### config.mk
export PLATFORM = sky130hd
export DESIGN_NAME = seven_seg_scan_ctrl_flat
export DESIGN_NICKNAME = d
export VERILOG_FILES = /design/src/rtl/seven_seg_pkg.sv /design/src/rtl/seven_seg_scan_ctrl_if.sv /design/src/rtl/bin2bcd_seq.sv /design/src/rtl/seven_seg_scan_ctrl.sv /design/src/flat_wrapper.sv
export SDC_FILE = /design/constraint.sdc
export NUM_CORES = 1
export LEC_CHECK = 0
export BUFFER_PORTS_ARGS = -buffer_cell sky130_fd_sc_hd__buf_4
export CAP_MARGIN = 20
export CORE_ASPECT_RATIO = 0.7
export CORE_MARGIN = 2
export CORE_UTILIZATION = 60
export DETAILED_ROUTE_END_ITERATION = 16
export PLACE_DENSITY = 0.81
export SYNTH_ARGS = -nofsm -noshare
export SYNTH_HDL_FRONTEND = slang
export SYNTH_SLANG_ARGS = --single-unit
### constraint.sdc
create_clock -name clk_tube -period 2.55 [get_ports clk_tube]
set_input_delay 0.1275 -clock clk_tube [delete_from_list [all_inputs] [get_ports clk_tube]]
set_output_delay 0.1275 -clock clk_tube [all_outputs]
set_load 0.1 [all_outputs]
### src/rtl/seven_seg_pkg.sv
// rtl/seven_seg_pkg.sv - glyph constants, converter state encoding and nibble decoder
package seven_seg_pkg;

    // Active-low segment patterns, bit order {g,f,e,d,c,b,a}
    localparam logic [6:0] GLYPH_0     = 7'h40;
    localparam logic [6:0] GLYPH_1     = 7'h79;
    localparam logic [6:0] GLYPH_2     = 7'h24;
    localparam logic [6:0] GLYPH_3     = 7'h30;
    localparam logic [6:0] GLYPH_4     = 7'h19;
    localparam logic [6:0] GLYPH_5     = 7'h12;
    localparam logic [6:0] GLYPH_6     = 7'h02;
    localparam logic [6:0] GLYPH_7     = 7'h78;
    localparam logic [6:0] GLYPH_8     = 7'h00;
    localparam logic [6:0] GLYPH_9     = 7'h10;
    localparam logic [6:0] GLYPH_A     = 7'h08;
    localparam logic [6:0] GLYPH_B     = 7'h03;
    localparam logic [6:0] GLYPH_C     = 7'h46;
    localparam logic [6:0] GLYPH_D     = 7'h21;
    localparam logic [6:0] GLYPH_E     = 7'h06;
    localparam logic [6:0] GLYPH_F     = 7'h0E;
    localparam logic [6:0] GLYPH_DASH  = 7'h3F;
    localparam logic [6:0] GLYPH_BLANK = 7'h7F;

    typedef enum logic [2:0] {
        ST_IDLE,
        ST_LOAD,
        ST_SHIFT,
        ST_NEXT,
        ST_DONE
    } conv_state_e;

    typedef struct packed {
        logic       dash;
        logic [3:0] nib;
    } digit_t;

    function automatic logic [6:0] nib_to_glyph(input logic [3:0] nib);
        case (nib)
            4'h0:    return GLYPH_0;
            4'h1:    return GLYPH_1;
            4'h2:    return GLYPH_2;
            4'h3:    return GLYPH_3;
            4'h4:    return GLYPH_4;
            4'h5:    return GLYPH_5;
            4'h6:    return GLYPH_6;
            4'h7:    return GLYPH_7;
            4'h8:    return GLYPH_8;
            4'h9:    return GLYPH_9;
            4'hA:    return GLYPH_A;
            4'hB:    return GLYPH_B;
            4'hC:    return GLYPH_C;
            4'hD:    return GLYPH_D;
            4'hE:    return GLYPH_E;
            default: return GLYPH_F;
        endcase
    endfunction

endpackage

### src/rtl/seven_seg_scan_ctrl_if.sv
// rtl/seven_seg_scan_ctrl_if.sv - value source side of the scan controller
interface seven_seg_scan_ctrl_if #(
    parameter int N_GROUPS     = 2,
    parameter int GROUP_DIGITS = 4,
    parameter int GRP_W        = 16
);
    localparam int N_DIGITS = N_GROUPS * GROUP_DIGITS;

    logic [N_GROUPS*GRP_W-1:0] value_bus;
    logic [N_GROUPS-1:0]       hex_mode;
    logic [N_GROUPS-1:0]       blank_lz;
    logic [N_DIGITS-1:0]       dp_mask;
    logic [N_DIGITS-1:0]       blink_mask;
    logic                      conv_busy;
    logic [N_GROUPS-1:0]       overflow;

    modport master (
        output value_bus, hex_mode, blank_lz, dp_mask, blink_mask,
        input  conv_busy, overflow
    );

    modport slave (
        input  value_bus, hex_mode, blank_lz, dp_mask, blink_mask,
        output conv_busy, overflow
    );
endinterface

### src/rtl/bin2bcd_seq.sv
// rtl/bin2bcd_seq.sv - sequential double-dabble, one bit per cycle
module bin2bcd_seq #(
    parameter int BIN_W      = 16,
    parameter int BCD_DIGITS = 6
) (
    input  logic                    clk,
    input  logic                    rst_n,
    input  logic                    start,
    input  logic [BIN_W-1:0]        bin_in,
    output logic                    done,
    output logic [4*BCD_DIGITS-1:0] bcd
);
    localparam int CNT_W = $clog2(BIN_W + 1);

    logic [BIN_W-1:0]        bin_q, bin_d;
    logic [4*BCD_DIGITS-1:0] bcd_q, bcd_d;
    logic [4*BCD_DIGITS-1:0] adj;
    logic [CNT_W-1:0]        cnt_q, cnt_d;

    always_ff @(posedge clk or negedge rst_n) begin
        if (!rst_n) begin
            bin_q <= '0;
            bcd_q <= '0;
            cnt_q <= '0;
        end else begin
            bin_q <= bin_d;
            bcd_q <= bcd_d;
            cnt_q <= cnt_d;
        end
    end

    always_comb begin
        adj = bcd_q;
        for (int i = 0; i < BCD_DIGITS; i++) begin
            if (bcd_q[4*i +: 4] >= 4'd5) adj[4*i +: 4] = bcd_q[4*i +: 4] + 4'd3;
        end
        bin_d = bin_q;
        bcd_d = bcd_q;
        cnt_d = cnt_q;
        if (start) begin
            bin_d = bin_in;
            bcd_d = '0;
            cnt_d = CNT_W'(BIN_W);
        end else if (cnt_q != '0) begin
            bcd_d = {adj[4*BCD_DIGITS-2:0], bin_q[BIN_W-1]};
            bin_d = {bin_q[BIN_W-2:0], 1'b0};
            cnt_d = cnt_q - CNT_W'(1);
        end
    end

    // High during the final shift; bcd holds the result from the next cycle on
    assign done = (cnt_q == CNT_W'(1)) && !start;
    assign bcd  = bcd_q;

endmodule

### src/rtl/seven_seg_scan_ctrl.sv
// rtl/seven_seg_scan_ctrl.sv - multiplexed 7-segment driver with time-shared BCD conversion
module seven_seg_scan_ctrl
    import seven_seg_pkg::*;
#(
    parameter int N_GROUPS     = 2,
    parameter int GROUP_DIGITS = 4,
    parameter int GRP_W        = 16,
    parameter int BLINK_FRAMES = 64
) (
    input  logic                             clk_tube,
    input  logic                             rst_n,
    seven_seg_scan_ctrl_if.slave             bus,
    output logic [6:0]                       seg_tube,
    output logic                             seg_dp,
    output logic [N_GROUPS*GROUP_DIGITS-1:0] seg_enable
);
    localparam int N_DIGITS   = N_GROUPS * GROUP_DIGITS;
    localparam int BCD_DIGITS = (GRP_W + 2) / 3;
    localparam int IDX_W      = (N_DIGITS > 1) ? $clog2(N_DIGITS) : 1;
    localparam int GRP_IW     = (N_GROUPS > 1) ? $clog2(N_GROUPS) : 1;
    localparam int BLK_W      = $clog2(2 * BLINK_FRAMES);

    conv_state_e                 state_q, state_d;
    logic [GRP_IW-1:0]           grp_q, grp_d;
    logic [GRP_W-1:0]            snap_q, snap_d;
    logic                        hex_q, hex_d;
    digit_t [N_DIGITS-1:0]       shadow_q, shadow_d;
    digit_t [N_DIGITS-1:0]       disp_q, disp_d;
    logic [N_GROUPS-1:0]         ovf_sh_q, ovf_sh_d;
    logic [N_GROUPS-1:0]         ovf_q, ovf_d;
    logic                        conv_busy_q, conv_busy_d;
    logic [IDX_W-1:0]            scan_q, scan_d;
    logic [BLK_W-1:0]            blink_q, blink_d;
    logic [6:0]                  tube_q, tube_d;
    logic                        dp_q, dp_d;
    logic [N_DIGITS-1:0]         en_q, en_d;

    logic                        frame_end;
    logic [GRP_W-1:0]            field_in;
    logic                        bcd_start, bcd_done;
    logic [4*BCD_DIGITS-1:0]     bcd;
    logic                        field_ovf;
    logic [N_DIGITS-1:0]         blank_vec;
    logic                        lz_run;
    digit_t                      cur;

    assign frame_end = (scan_q == IDX_W'(N_DIGITS - 1));
    assign field_in  = bus.value_bus[int'(grp_q)*GRP_W +: GRP_W];
    assign field_ovf = |bcd[4*BCD_DIGITS-1:4*GROUP_DIGITS];

    bin2bcd_seq #(
        .BIN_W      (GRP_W),
        .BCD_DIGITS (BCD_DIGITS)
    ) u_bin2bcd (
        .clk    (clk_tube),
        .rst_n  (rst_n),
        .start  (bcd_start),
        .bin_in (field_in),
        .done   (bcd_done),
        .bcd    (bcd)
    );

    always_ff @(posedge clk_tube or negedge rst_n) begin
        if (!rst_n) begin
            state_q     <= ST_IDLE;
            grp_q       <= '0;
            snap_q      <= '0;
            hex_q       <= 1'b0;
            shadow_q    <= '0;
            disp_q      <= '0;
            ovf_sh_q    <= '0;
            ovf_q       <= '0;
            conv_busy_q <= 1'b0;
            scan_q      <= '0;
            blink_q     <= '0;
            tube_q      <= GLYPH_BLANK;
            dp_q        <= 1'b1;
            en_q        <= '1;
        end else begin
            state_q     <= state_d;
            grp_q       <= grp_d;
            snap_q      <= snap_d;
            hex_q       <= hex_d;
            shadow_q    <= shadow_d;
            disp_q      <= disp_d;
            ovf_sh_q    <= ovf_sh_d;
            ovf_q       <= ovf_d;
            conv_busy_q <= conv_busy_d;
            scan_q      <= scan_d;
            blink_q     <= blink_d;
            tube_q      <= tube_d;
            dp_q        <= dp_d;
            en_q        <= en_d;
        end
    end

    always_comb begin
        state_d = state_q;
        case (state_q)
            ST_IDLE:  state_d = ST_LOAD;
            ST_LOAD:  state_d = bus.hex_mode[grp_q] ? ST_NEXT : ST_SHIFT;
            ST_SHIFT: if (bcd_done) state_d = ST_NEXT;
            ST_NEXT:  state_d = (int'(grp_q) == N_GROUPS - 1) ? ST_DONE : ST_LOAD;
            ST_DONE:  if (frame_end) state_d = ST_IDLE;
            default:  state_d = ST_IDLE;
        endcase
    end

    always_comb begin
        grp_d       = grp_q;
        snap_d      = snap_q;
        hex_d       = hex_q;
        shadow_d    = shadow_q;
        ovf_sh_d    = ovf_sh_q;
        disp_d      = disp_q;
        ovf_d       = ovf_q;
        conv_busy_d = conv_busy_q;
        bcd_start   = 1'b0;
        case (state_q)
            ST_IDLE: begin
                conv_busy_d = 1'b1;
                grp_d       = '0;
            end
            ST_LOAD: begin
                snap_d    = field_in;
                hex_d     = bus.hex_mode[grp_q];
                bcd_start = !bus.hex_mode[grp_q];
            end
            ST_NEXT: begin
                for (int p = 0; p < GROUP_DIGITS; p++) begin
                    shadow_d[int'(grp_q)*GROUP_DIGITS + p].dash = !hex_q && field_ovf;
                    shadow_d[int'(grp_q)*GROUP_DIGITS + p].nib  =
                        hex_q ? snap_q[4*p +: 4] : bcd[4*p +: 4];
                end
                ovf_sh_d[grp_q] = !hex_q && field_ovf;
                grp_d           = grp_q + GRP_IW'(1);
            end
            ST_DONE: begin
                // Commit only on a frame boundary so a frame never mixes old and new digits
                if (frame_end) begin
                    disp_d      = shadow_q;
                    ovf_d       = ovf_sh_q;
                    conv_busy_d = 1'b0;
                end
            end
            default: ;
        endcase
    end

    always_comb begin
        scan_d  = frame_end ? '0 : scan_q + IDX_W'(1);
        blink_d = blink_q;
        if (frame_end) begin
            blink_d = (blink_q == BLK_W'(2*BLINK_FRAMES - 1)) ? '0 : blink_q + BLK_W'(1);
        end

        // Walk each field from its leftmost digit; the rightmost digit is never blanked
        blank_vec = '0;
        lz_run    = 1'b0;
        for (int g = 0; g < N_GROUPS; g++) begin
            lz_run = bus.blank_lz[g];
            for (int p = GROUP_DIGITS - 1; p >= 0; p--) begin
                lz_run = lz_run && !disp_q[g*GROUP_DIGITS + p].dash
                                && (disp_q[g*GROUP_DIGITS + p].nib == 4'd0);
                blank_vec[g*GROUP_DIGITS + p] = lz_run && (p != 0);
            end
        end

        cur    = disp_q[scan_q];
        tube_d = blank_vec[scan_q] ? GLYPH_BLANK :
                 cur.dash          ? GLYPH_DASH  : nib_to_glyph(cur.nib);
        dp_d   = !bus.dp_mask[scan_q];
        en_d   = '1;
        if (!(bus.blink_mask[scan_q] && (blink_q >= BLK_W'(BLINK_FRAMES)))) en_d[scan_q] = 1'b0;
    end

    assign seg_tube      = tube_q;
    assign seg_dp        = dp_q;
    assign seg_enable    = en_q;
    assign bus.conv_busy = conv_busy_q;
    assign bus.overflow  = ovf_q;

endmodule

### src/flat_wrapper.sv
// flat-port wrapper written by rule: the top's interface ports become plain ports
module seven_seg_scan_ctrl_flat import seven_seg_pkg::*;
#(
    parameter int N_GROUPS     = 2,
    parameter int GROUP_DIGITS = 4,
    parameter int GRP_W        = 16,
    parameter int BLINK_FRAMES = 64
)
  (clk_tube, rst_n, seg_tube, seg_dp, seg_enable, bus_value_bus, bus_hex_mode, bus_blank_lz, bus_dp_mask, bus_blink_mask, bus_conv_busy, bus_overflow);
  seven_seg_scan_ctrl_if #(.N_GROUPS(N_GROUPS), .GROUP_DIGITS(GROUP_DIGITS), .GRP_W(GRP_W)) bus_i ();
  input  logic clk_tube;
  input  logic rst_n;
  output logic [6:0] seg_tube;
  output logic seg_dp;
  output logic [N_GROUPS*GROUP_DIGITS-1:0] seg_enable;
  input wire logic [$bits(bus_i.value_bus)-1:0] bus_value_bus;
  input wire logic [$bits(bus_i.hex_mode)-1:0] bus_hex_mode;
  input wire logic [$bits(bus_i.blank_lz)-1:0] bus_blank_lz;
  input wire logic [$bits(bus_i.dp_mask)-1:0] bus_dp_mask;
  input wire logic [$bits(bus_i.blink_mask)-1:0] bus_blink_mask;
  output wire logic [$bits(bus_i.conv_busy)-1:0] bus_conv_busy;
  output wire logic [$bits(bus_i.overflow)-1:0] bus_overflow;
  assign bus_i.value_bus = bus_value_bus;
  assign bus_i.hex_mode = bus_hex_mode;
  assign bus_i.blank_lz = bus_blank_lz;
  assign bus_i.dp_mask = bus_dp_mask;
  assign bus_i.blink_mask = bus_blink_mask;
  assign bus_conv_busy = bus_i.conv_busy;
  assign bus_overflow = bus_i.overflow;
  seven_seg_scan_ctrl #(.N_GROUPS(N_GROUPS), .GROUP_DIGITS(GROUP_DIGITS), .GRP_W(GRP_W), .BLINK_FRAMES(BLINK_FRAMES)) u_core (.clk_tube(clk_tube), .rst_n(rst_n), .bus(bus_i), .seg_tube(seg_tube), .seg_dp(seg_dp), .seg_enable(seg_enable));
endmodule
==> summary.md <==
| Metric | Value |
|---|---|
| Post-CTS Setup Bufs | `0` |
| Compound-gate portion of the synthesized area | `between 10% and 20%` |
| Placed Area | `8530 µm²` |
| Fillcell total | `859` |
| Post-Syn Area | `7810 µm²` |
| Reg clk slew, reported paths | `0.07 ns` |
| Largest net degree at the start of global routing | `84` |
| Distinct cell type count after synthesis | `46` |
| CP Cell Sequence | `mux4_1 > mux2i_1 > inv_1 > ha_1 > mux2i_1 > mux2i_1 > nand2b_1` |
| Starting Density | `62.2%` |
| Synthesized flop and latch total | `161` |
| Initial antenna violation count | `0` |
| Post-DP HPWL | `11800 µm` |
| Die Area | `14000 µm²` |
| Final setup margin | `0.184 ns` |
| Top-count cell post-synth | `dfrtp_1` |
| Slew Limit Headroom | `53.4%` |
| Post-route cell area | `9110 µm²` |
| Die Y | `99.4 µm` |
| Via count | `5791` |
| Max Freq | `0.423 GHz` |
| Post-synth EDFFs | `0` |
| DRT Pass-1 Iters | `5` |
| Post-synthesis mux area share | `15.6%` |
| Worst hold margin | `0.0297 ns` |
| Routed WL | `17800 µm` |
| N_diodes | `0` |
| Async SR Flop Fraction | `100%` |
| Maximum vdd drop | `0.633 mV` |
| Worst path required time | `2.91 ns` |
| Final period util | `92.8%` |
| Setup_tns | `0 ns` |
| Worst Path Class, Setup | `reg2reg` |
| CTS tree | `done` |
| Final worst clock skew | `0.0106 ns` |
| Net Count, Synth | `803` |
| Sink Count | `~160` |
| DR DRC count | `0` |
| Routed Antenna Nets | `0` |
| Arr. time, crit path | `~2.7 ns` |
| Main area contributors after synthesis | `dfrtp_1 (46%), mux2i_1 (6.9%), mux2_2 (5.5%), dfstp_2 (5.4%), a21oi_1 (4.9%)` |
| Post-synth top area cell | `dfrtp_1` |
| First-pass GRT wire length | `29300 µm` |
| Main synth FF type | `dfrtp_1` |
| Worst setup SP type | `flop` |
| Port Buffer Count | `72` |
| Post-Synth Adder-Cell Area | `4.01%` |
| Outcome | `completed` |
| Fraction of layout cells with a size suffix above 1 | `23.9%` |
| Vias in the first global route | `5827` |
| Post-synthesis simple-gate area fraction | `11.8%` |
| XOR/XNOR share of the synthesized area | `1.80%` |
| Register-to-register setup slack | `0.18 ns` |
| Main combinational cell family by area after synthesis | `multiplexers` |
| Rows | `34` |
| Area fraction of the dominant cell type after synthesis | `46.5%` |
| Area of the core | `12500 µm²` |
| Warnings, synthesis | `0` |
| Final nets | `870` |
| Root Buffer | `clkbuf_16` |
| HP Class | `in2reg` |
| CTS Buffer Depth | `2` |
| Final Wtd Congestion | `0.951` |
| CP endpoint kind | `flop` |
| CTS buffer count | `17` |
| DP Worst Slack | `0.221 ns` |
| Power Density | `1210 nW/µm²` |
| Commonest cells in the netlist | `dfrtp_1 (145), a21oi_1 (77), nand2_1 (65), nor2_1 (62), mux2i_1 (54)` |
| Critical Path Max Stage Delay | `0.59 ns` |
| Width of the die | `between 100 and 150 µm` |
| Top Ports | `73` |
| Worst-Margin Slew | `0.697 ns` |
| P&R area growth vs syn | `16.7%` |
| Sequential element share of the synthesized area | `between 50% and 60%` |
| Worst Path Buf+Inv | `1` |
| Total gr overflow | `0` |
| Worst-path fanout max | `5` |
| Via density | `between 5 and 6` |
| Post-DR wirelength/cell | `roughly 18 µm` |
| 1st-iter DRT viols | `403` |
| Slowest cell on crit path | `mux4_1` |
| Maxcap violations | `0` |
| Slew Limit Fails | `0` |
| Syn Area/Cell | `10.8 µm²` |
| Most used cell, CP | `mux2i_1` |
| Final Hold Viols | `0` |
| RSZ-0062 raised after global routing | `no` |
| Setup violations, final | `0` |
| H-Tree Depth | `4` |
| P_leak | `4.16 nW` |
| Min Tclk post-route | `2.37 ns` |
| GRT Util Overall | `26.7%` |
| Worst-Skew Late Latency | `0.43 ns` |
| Synthesized instance count | `724` |
| Top delay family on crit path | `multiplexers` |
-- kinds of logic after synthesis --
logic type / count (synthesis)
AND/OR/NAND/NOR: 200
flip-flops: 161
AO/OA/AOI/OAI: 154
multiplexers: 103
buffers and inverters: 65
adder cells (fa/ha/maj): 25
XOR/XNOR: 16
-- per-stage QoR --
| stage | utilization [%] | power [mW] | std cells |
|---|---|---|---|
| 6_report | 72.6 | 11.1 | 966 |
| 5_1_grt | 72.6 | 11.8 | 966 |
| 4_1_cts | 72.6 | 11.0 | 966 |
| 3_5_place_dp | 68.0 | 8.51 | 933 |
| 3_3_place_gp | 68.0 | 8.22 | 933 |
| 2_1_floorplan | - | 7.37 | 724 |
-- placed cells by master (no fill, tap or decap), drive strengths merged, types with 3 or more instances in the layout --
| master | instances |
|---|---|
| buf | 91 |
| nor3 | 5 |
| a21oi | 77 |
| dfrtp | 145 |
| nor3b | 5 |
| nand3 | 13 |
| xnor2 | 14 |
| inv | 25 |
| mux2i | 56 |
| ha | 25 |
| clkbuf | 19 |
| mux2 | 38 |
| nor2b | 6 |
| clkinvlp | 7 |
| nand2 | 65 |
| nor4 | 7 |
| a31oi | 3 |
| a21o | 3 |
| o21ai | 34 |
| nor2 | 62 |
| nand2b | 12 |
| o221ai | 3 |
| a211oi | 23 |
| dfstp | 16 |
| mux4 | 9 |
| and2 | 18 |
-- path summary, 6_finish.rpt --
check / startpoint / to / cells past startpoint
worst max-delay path: u_core.scan_q[2]$_DFF_PN0_ / u_core.seg_tube[3]$_DFF_PN1_ / 7
worst min-delay path: bus_value_bus[0] / u_core.u_bin2bcd.bin_q[0]$_DFFE_PN0P_ / 3
worst max register to register: u_core.scan_q[2]$_DFF_PN0_ / u_core.seg_tube[3]$_DFF_PN1_ / 7
worst min register to register: u_core.blink_q[4]$_DFFE_PN0P_ / u_core.blink_q[4]$_DFFE_PN0P_ / 1
max in group asynchronous: rst_n / u_core.seg_tube[4]$_DFF_PN1_ / 3
min in group asynchronous: rst_n / u_core.u_bin2bcd.bin_q[2]$_DFFE_PN0P_ / 2
-- sequential cells by signal (all words and copies together), names as in the netlist, 3 cells and up --
register,cells
u_core.seg_enable,8
u_core.snap_q,16
u_core.u_bin2bcd.bin_q,16
u_core.scan_q,3
u_core.u_bin2bcd.bcd,24
u_core.u_bin2bcd.cnt_q,5
u_core.blink_q,7
u_core.state_q,3
u_core.disp_q,32
u_core.shadow_q,32
u_core.seg_tube,7
-- routing by layer --
layer / vias up / GRT usage (%) / wire [µm]
li1: 2661 / - / -
met1: 2888 / 37.0 / 7790
met2: 205 / 43.1 / 8750
met3: 37 / 5.01 / 908
met4: 0 / 9.56 / 385
met5: - / 0 / 0
-- what timing repair did --
item,in CTS,in global routing
hold buffers,1,0
endpoints found under the hold margin,50,0
resized for setup,0,1
setup endpoints to repair,0,2
-- final cells by class --
| type | instances | area (µm²) | area share (%) |
|---|---|---|---|
| Sequential cell | 161 | 4050 | 44.5 |
| Multi-Input combinational cell | 498 | 3490 | 38.3 |
| Timing Repair Buffer | 92 | 722 | 7.92 |
| Clock buffer | 19 | 443 | 4.86 |
| Tap cell | 162 | 203 | 2.22 |
| Clock inverter | 13 | 126 | 1.39 |
| Inverter | 21 | 78.8 | 0.865 |
-- worst min-delay path, stage by stage --
cell and delay, ns:
buf_4 0.08, mux2i_1 0.08, mux2i_1 0.13
-- report_power, final --
group | switching [mW] | total [mW] | internal, mW
clock network | 1.07 | 2.45 | 1.38
logic | 2.60 | 4.33 | 1.73
registers | 0.746 | 4.28 | 3.54
total | 4.42 | 11.1 | 6.65
(Power assumes the default switching activity.)
